--- src/rtl/pc_module_pkg.sv ---
// Shared constants and types for the program-counter block.
package pc_module_pkg;

  localparam int unsigned XLEN = 32;

  typedef logic [XLEN-1:0] pc_t;

  localparam pc_t DefaultResetVector = 32'h0000_0000;
  localparam pc_t PcInc              = 32'd4;

endpackage

--- src/rtl/pc_align_check.sv ---
// Accept/reject decision for an incoming PC_Next based on its two low bits.
// With PC_MODULE_ALIGN_CHECK_EN undefined every address is accepted.
module pc_align_check (
  input  logic [1:0] pc_lo,
  output logic       accept
);

`ifdef PC_MODULE_ALIGN_CHECK_EN
  // Only word-aligned targets may be loaded.
  assign accept = (pc_lo == 2'b00);
`else
  logic unused_pc_lo;
  assign unused_pc_lo = ^pc_lo;
  assign accept       = 1'b1;
`endif

endmodule

--- src/rtl/pc_module.sv ---
// Program counter register with combinational PC + PC_INC and an optional
// alignment check (macro PC_MODULE_ALIGN_CHECK_EN). Rejected misaligned targets
// leave PC untouched, pulse PC_Misaligned for one cycle and land in Bad_Addr.
module pc_module
  import pc_module_pkg::*;
#(
  parameter pc_t RESET_VECTOR = DefaultResetVector,
  parameter pc_t PC_INC       = PcInc
) (
  input  logic        clk,
  input  logic        rst,
  input  logic        en,
  input  logic [31:0] PC_Next,
  output logic [31:0] PC,
  output logic [31:0] PC_Plus4,
  output logic        PC_Misaligned,
  output logic [31:0] Bad_Addr
);

  logic accept;
  pc_t  pc_q, pc_d;

  pc_align_check u_align_check (
    .pc_lo  (PC_Next[1:0]),
    .accept (accept)
  );

  // Next PC: load only on an enabled, accepted request; otherwise hold.
  always_comb begin
    pc_d = pc_q;
    if (en && accept) begin
      pc_d = PC_Next;
    end
  end

  // PC register, asynchronously forced to the reset vector.
  always_ff @(posedge clk or negedge rst) begin
    if (!rst) begin
      pc_q <= RESET_VECTOR;
    end else begin
      pc_q <= pc_d;
    end
  end

  assign PC       = pc_q;
  assign PC_Plus4 = pc_q + PC_INC;

`ifdef PC_MODULE_ALIGN_CHECK_EN
  logic mis_q, mis_d;
  pc_t  bad_q, bad_d;

  // Rejection pulse is set only by the cycle's own rejected request.
  always_comb begin
    mis_d = 1'b0;
    bad_d = bad_q;
    if (en && !accept) begin
      mis_d = 1'b1;
      bad_d = PC_Next;
    end
  end

  // Fault-report registers, cleared asynchronously with the PC.
  always_ff @(posedge clk or negedge rst) begin
    if (!rst) begin
      mis_q <= 1'b0;
      bad_q <= '0;
    end else begin
      mis_q <= mis_d;
      bad_q <= bad_d;
    end
  end

  assign PC_Misaligned = mis_q;
  assign Bad_Addr      = bad_q;
`else
  assign PC_Misaligned = 1'b0;
  assign Bad_Addr      = '0;
`endif

endmodule

--- config.mk ---
export PLATFORM = sky130hd
export DESIGN_NAME = pc_module
export DESIGN_NICKNAME = d
export VERILOG_FILES = /design/src/rtl/pc_module_pkg.sv /design/src/rtl/pc_align_check.sv /design/src/rtl/pc_module.sv
export SDC_FILE = /design/constraint.sdc
export NUM_CORES = 1
export LEC_CHECK = 0
export CORE_ASPECT_RATIO = 1.75
export CORE_MARGIN = 1
export CORE_UTILIZATION = 36
export DETAILED_ROUTE_END_ITERATION = 8
export PLACE_DENSITY = 0.82
export SKIP_CTS_REPAIR_TIMING = 1
export SYNTH_ARGS = -nofsm -noshare
export SYNTH_HDL_FRONTEND = slang
export SYNTH_SLANG_ARGS = --single-unit
--- constraint.sdc ---
create_clock -name clk -period 2.3 [get_ports clk]
set_input_delay 0.46 -clock clk [delete_from_list [all_inputs] [get_ports clk]]
set_output_delay 0.46 -clock clk [all_outputs]
set_load 0.02 [all_outputs]
* Word level (Yosys, flattened, before mapping)
Cells that the tools add are included.
** Word-level totals
- Output and inout port bits :: 97
- Bits in writable memories :: 0
- Bits in read-only memories :: 0
- Register bits after elaboration :: 32
- Input port bits :: 35
- Latch bits :: 0
- Memories :: 0
** Cells by class
- Multiply operators :: 0
- Mux-type cells :: 0
- Equal/unequal tests :: 0
- Order comparisons :: 0
- Bitwise logic cells :: 0
- Add/subtract/negate cells :: 1
- Shift-type cells :: 0
- Reductions and logical operators :: 0
- Div/mod/pow operators :: 0
** Operator list (number)
- adder 32 x 3 -> 32 bit, second input constant :: 1

* Logic depth before layout (Yosys ltp)
Gate-level depths: netlist of run 1.
- Depth after elaboration :: 1
- Depth in mapped cells :: 5
- Depth with buffers taken out :: 5

* Cells and area by module
Synthesis of run 1 repeated with hierarchy kept, for this count alone.
** Unflattened totals
- Cell total of the unflattened synthesis :: 185
- Area total of the unflattened synthesis :: 2019.4 µm²
** By module, submodules not included
- pc_module :: sequential area each 800.8 µm², area an instance 2008.2 µm², cells each 183, instances 1
- pc_align_check :: sequential area each 0.0 µm², area an instance 11.3 µm², cells each 2, instances 1

* Least setup slack after synthesis of run 1
Ideal clock, no wire load.
- Kind :: reg-to-output
- Start point :: reg pc_q[3] (netlist: PC[3])
- End point :: out PC_Plus4[14]
- Arrival time :: 1.815 ns
- Path slack :: 0.025 ns
- Path buffers :: 0
- Required time :: 1.840 ns
- Cell stages (with the launch flop) :: 6
- Cells stage by stage :: dfrtp_1 ha_1 nand3_1 or3_1 nor3_2 xor2_1
** On the way
- Word-level cells in the longest chain between the ends :: 1
** Ends and longest elaborated chain
- start, declared :: RTL line pc_module.sv:21 : pc_t pc_q, pc_d;
- start signal, assigned :: RTL line pc_module.sv:41 : pc_q <= pc_d;
- adder 32 x 3 -> 32 bit :: RTL line pc_module.sv:46 : assign PC_Plus4 = pc_q + PC_INC;
- end, declared :: RTL line pc_module.sv:15 : output logic [31:0] PC_Plus4,
No other way between the ends.

* Worst setup path after layout of run 1
- Start point :: reg pc_q[3] (netlist: PC[3])
- End point :: out PC_Plus4[30]
Same word-level chain as after synthesis.

==> flow_summary_export.csv, run 1 <==
group,metric,value,unit
cells_and_area,multiInputGateArea,1070,µm²
sta,worst_pin_slew,0.716,ns
sta,setup_viol,7,
cts,cts_tree,"yes",
cts,clk_latency,0.27,ns
synth,synth_common_cells,"buf_4 (35), dfrtp_1 (32), mux2_2 (29), xnor2_1 (22), nand3_1 (13)",
sta,hold_ws,0.229,ns
power,p_per_area,550,nW/µm²
power,max-vdd-ir-drop,0.000514,V
cts,cts.sinks,32,
routing,vias_per_cell,4.46,
flow_run,drv_cap,0,
floorplanning,fp.coreArea,5300,µm²
synth,syn_avg_cell_area,10.9,µm²
min_path,hp-class,"in2async",
sta,min_period,2.38,ns
floorplanning,initial_core_util,37.8,%
sta,fin_skew,0,ns
worst_setup_path,required,1.84,ns
place,dp_hpwl,4100,µm
routing,drt_iter0_drc,63,
floorplanning,rows,35,
worst_setup_path,crit_type,"reg2out",
status,outcome,"finished with violations",
synth,synth_top_cells_by_area,"dfrtp_1 (40%), mux2_2 (16%), buf_4 (13%), xnor2_1 (9.6%), nand3_1 (3.2%)",
routing,drc,0,
synth,yosys.area.top_type,"dfrtp_1",
worst_setup_path,crit_path_max_fanout,3,
routing,wl_per_cell,13.2,µm
global_route,grtUsageTotal,19.0,%
routing,wl,5280,µm
global_route,grt_start_max_net_pins,36,
routing,ant_nets,0,
floorplanning,die_x,58.4,µm
place,dpl_cell_area,3230,µm²
cells_and_area,ff_latch_area,801,µm²
global_route,antenna_found_initial,0,
global_route,overflow,0,
synth,async_flop_share,100,%
status,violations,"negative setup slack",
place,place.gp.congestion,0.778,
cells_and_area,finalNetCount,362,
sta,fmax,0.420,GHz
sta,finalWorstSetupSlack,-0.0811,ns
sta,rsz0062_at_grt,"true",
cells_and_area,num_antenna_cells,0,
synth,synth_area,2000,µm²
cts,htree_levels,2,
worst_setup_path,end_kind,"output port",
global_route,grt_pass1_vias,1756,
synth,synth_top_area_share,40.0,%
floorplanning,die_area,5880,µm²
routing,vias,1783,
global_route,grt_pass1_wl,8330,µm
cts,numCtsBuffers,5,
synth,yosysWarnings,0,
worst_setup_path,worstPathArrival,1.92,ns
cts,clockBufferDepth,2,
floorplanning,ios,132,
sta,relSlewSlack,52.2,%
place,dp.cells,389,
cells_and_area,fill_cells,447,
place,port_buffers,98,
cells_and_area,largest_reg_flops,32,
synth,yosysMostFrequentCell,"buf_4",
cells_and_area,fin_area,3350,µm²
sta,slew_violations,0,
place,place_ws,-0.237,ns
routing,drtPass1Iterations,4,
cells_and_area,utilization,63.2,%
power,p_leak,1.53,nW
worst_setup_path,worstSetupStartpointType,"register",
cells_and_area,area_delta_synth_final,67.1,%
synth,synth_seq_area_share,40.0,%
cts,clk_pin_slew,0.06,ns
cells_and_area,drive_above_1_share,35.3,%
cts,clockRootBuffer,"clkbuf_8",
synth,post_synth_num_cell_types,26,
synth,synthCells,183,
sta,min_period_over_period,104,%
sta,hold_viol,0,
floorplanning,die_y,101,µm
synth,synth_edf_count,0,
cells_and_area,instances_no_fill,400,
synth,yosys_register_bits,32,
synth,synth_ff_type,"dfrtp_1",
## worst max-delay path: stages, from the launching register on
cell	delay [ns]
dfrtp_1	0.37
ha_2	0.20
nand3_2	0.11
nor4_4	0.31
buf_4	0.16
nand4_1	0.13
xnor2_1	0.19
buf_4	0.17
## path summary, 6_finish.rpt
kind	start	end	slack, ns	depth (start not counted)
hold / removal	rst	PC[13]	0.23	1
hold reg to reg	PC[0]	PC[0]	0.54	1
setup / recovery	PC[3]	PC_Plus4[30]	-0.08	7
max in group asynchronous	rst	PC[21]	1.60	1
setup reg to reg	PC[4]	PC[4]	1.31	2
min in group clk	PC[0]	PC[0]	0.54	1
## layout by cell type, fill, tap and decap left out, types with 6 or more instances in the layout
cell             netlist  final
conb_1                 1     33
nand2_1                8      8
buf_4                 35     58
nand3_1               13     12
nand4_1                8      8
xor2_1                 6      6
dfrtp_1               32     32
mux2_2                29     29
xnor2_1               22     22
clkdlybuf4s50_1        0     71
## cell type report
| cell class | count | area share, % |
|---|---|---|
| Tap cell | 74 | 2.77 |
| Clock buffer | 6 | 2.17 |
| Timing Repair Buffer | 143 | 38.4 |
| Inverter | 4 | 0.449 |
| Sequential cell | 32 | 23.9 |
| Clock inverter | 1 | 0.150 |
| Multi-Input combinational cell | 140 | 32.1 |
## stage by stage
| stage | total power [mW] | TNS, ns |
|---|---|---|
| floorplan | 1.08 | 0 |
| global placement | 1.45 | -1.81 |
| global route | 1.93 | -1.91 |
| finish | 1.84 | -0.283 |
| detailed placement | 1.46 | -2.34 |
| CTS | 1.86 | -10.18 |
## kinds of logic (layout without fill, tap and decap cells)
group,after synthesis,count (layout),synth area share [%]
fa+ha+maj,1,1,0.625
mux,29,29,16.3
compound gates,3,3,0.749
simple gates,46,46,15.2
xor+xnor,28,28,12.2
flops,32,32,40.0
other cells,1,33,0.187
buf+inv,43,154,14.7
## layer usage
layer	vias to the layer above	part of all wire [%]	GRT usage (%)
li1	841	-	-
met1	857	33	19.5
met2	80	59	36.3
met3	5	5.5	3.85
met4	0	1.5	7.14
met5	-	0	0
## power breakdown
group / switching, mW / internal, mW / total, mW
clock: 0.187 / 0.205 / 0.392
combinational: 0.391 / 0.389 / 0.780
sequential: 0.0489 / 0.619 / 0.668
(Power assumes the default switching activity.)
==> inputs of run 2 (changes only) <==
- ABC_CLOCK_PERIOD_IN_PS: unset -> 2300
==> results of run 2 <==
No change in the layout: final DEF, timing and power equal those of run 1.
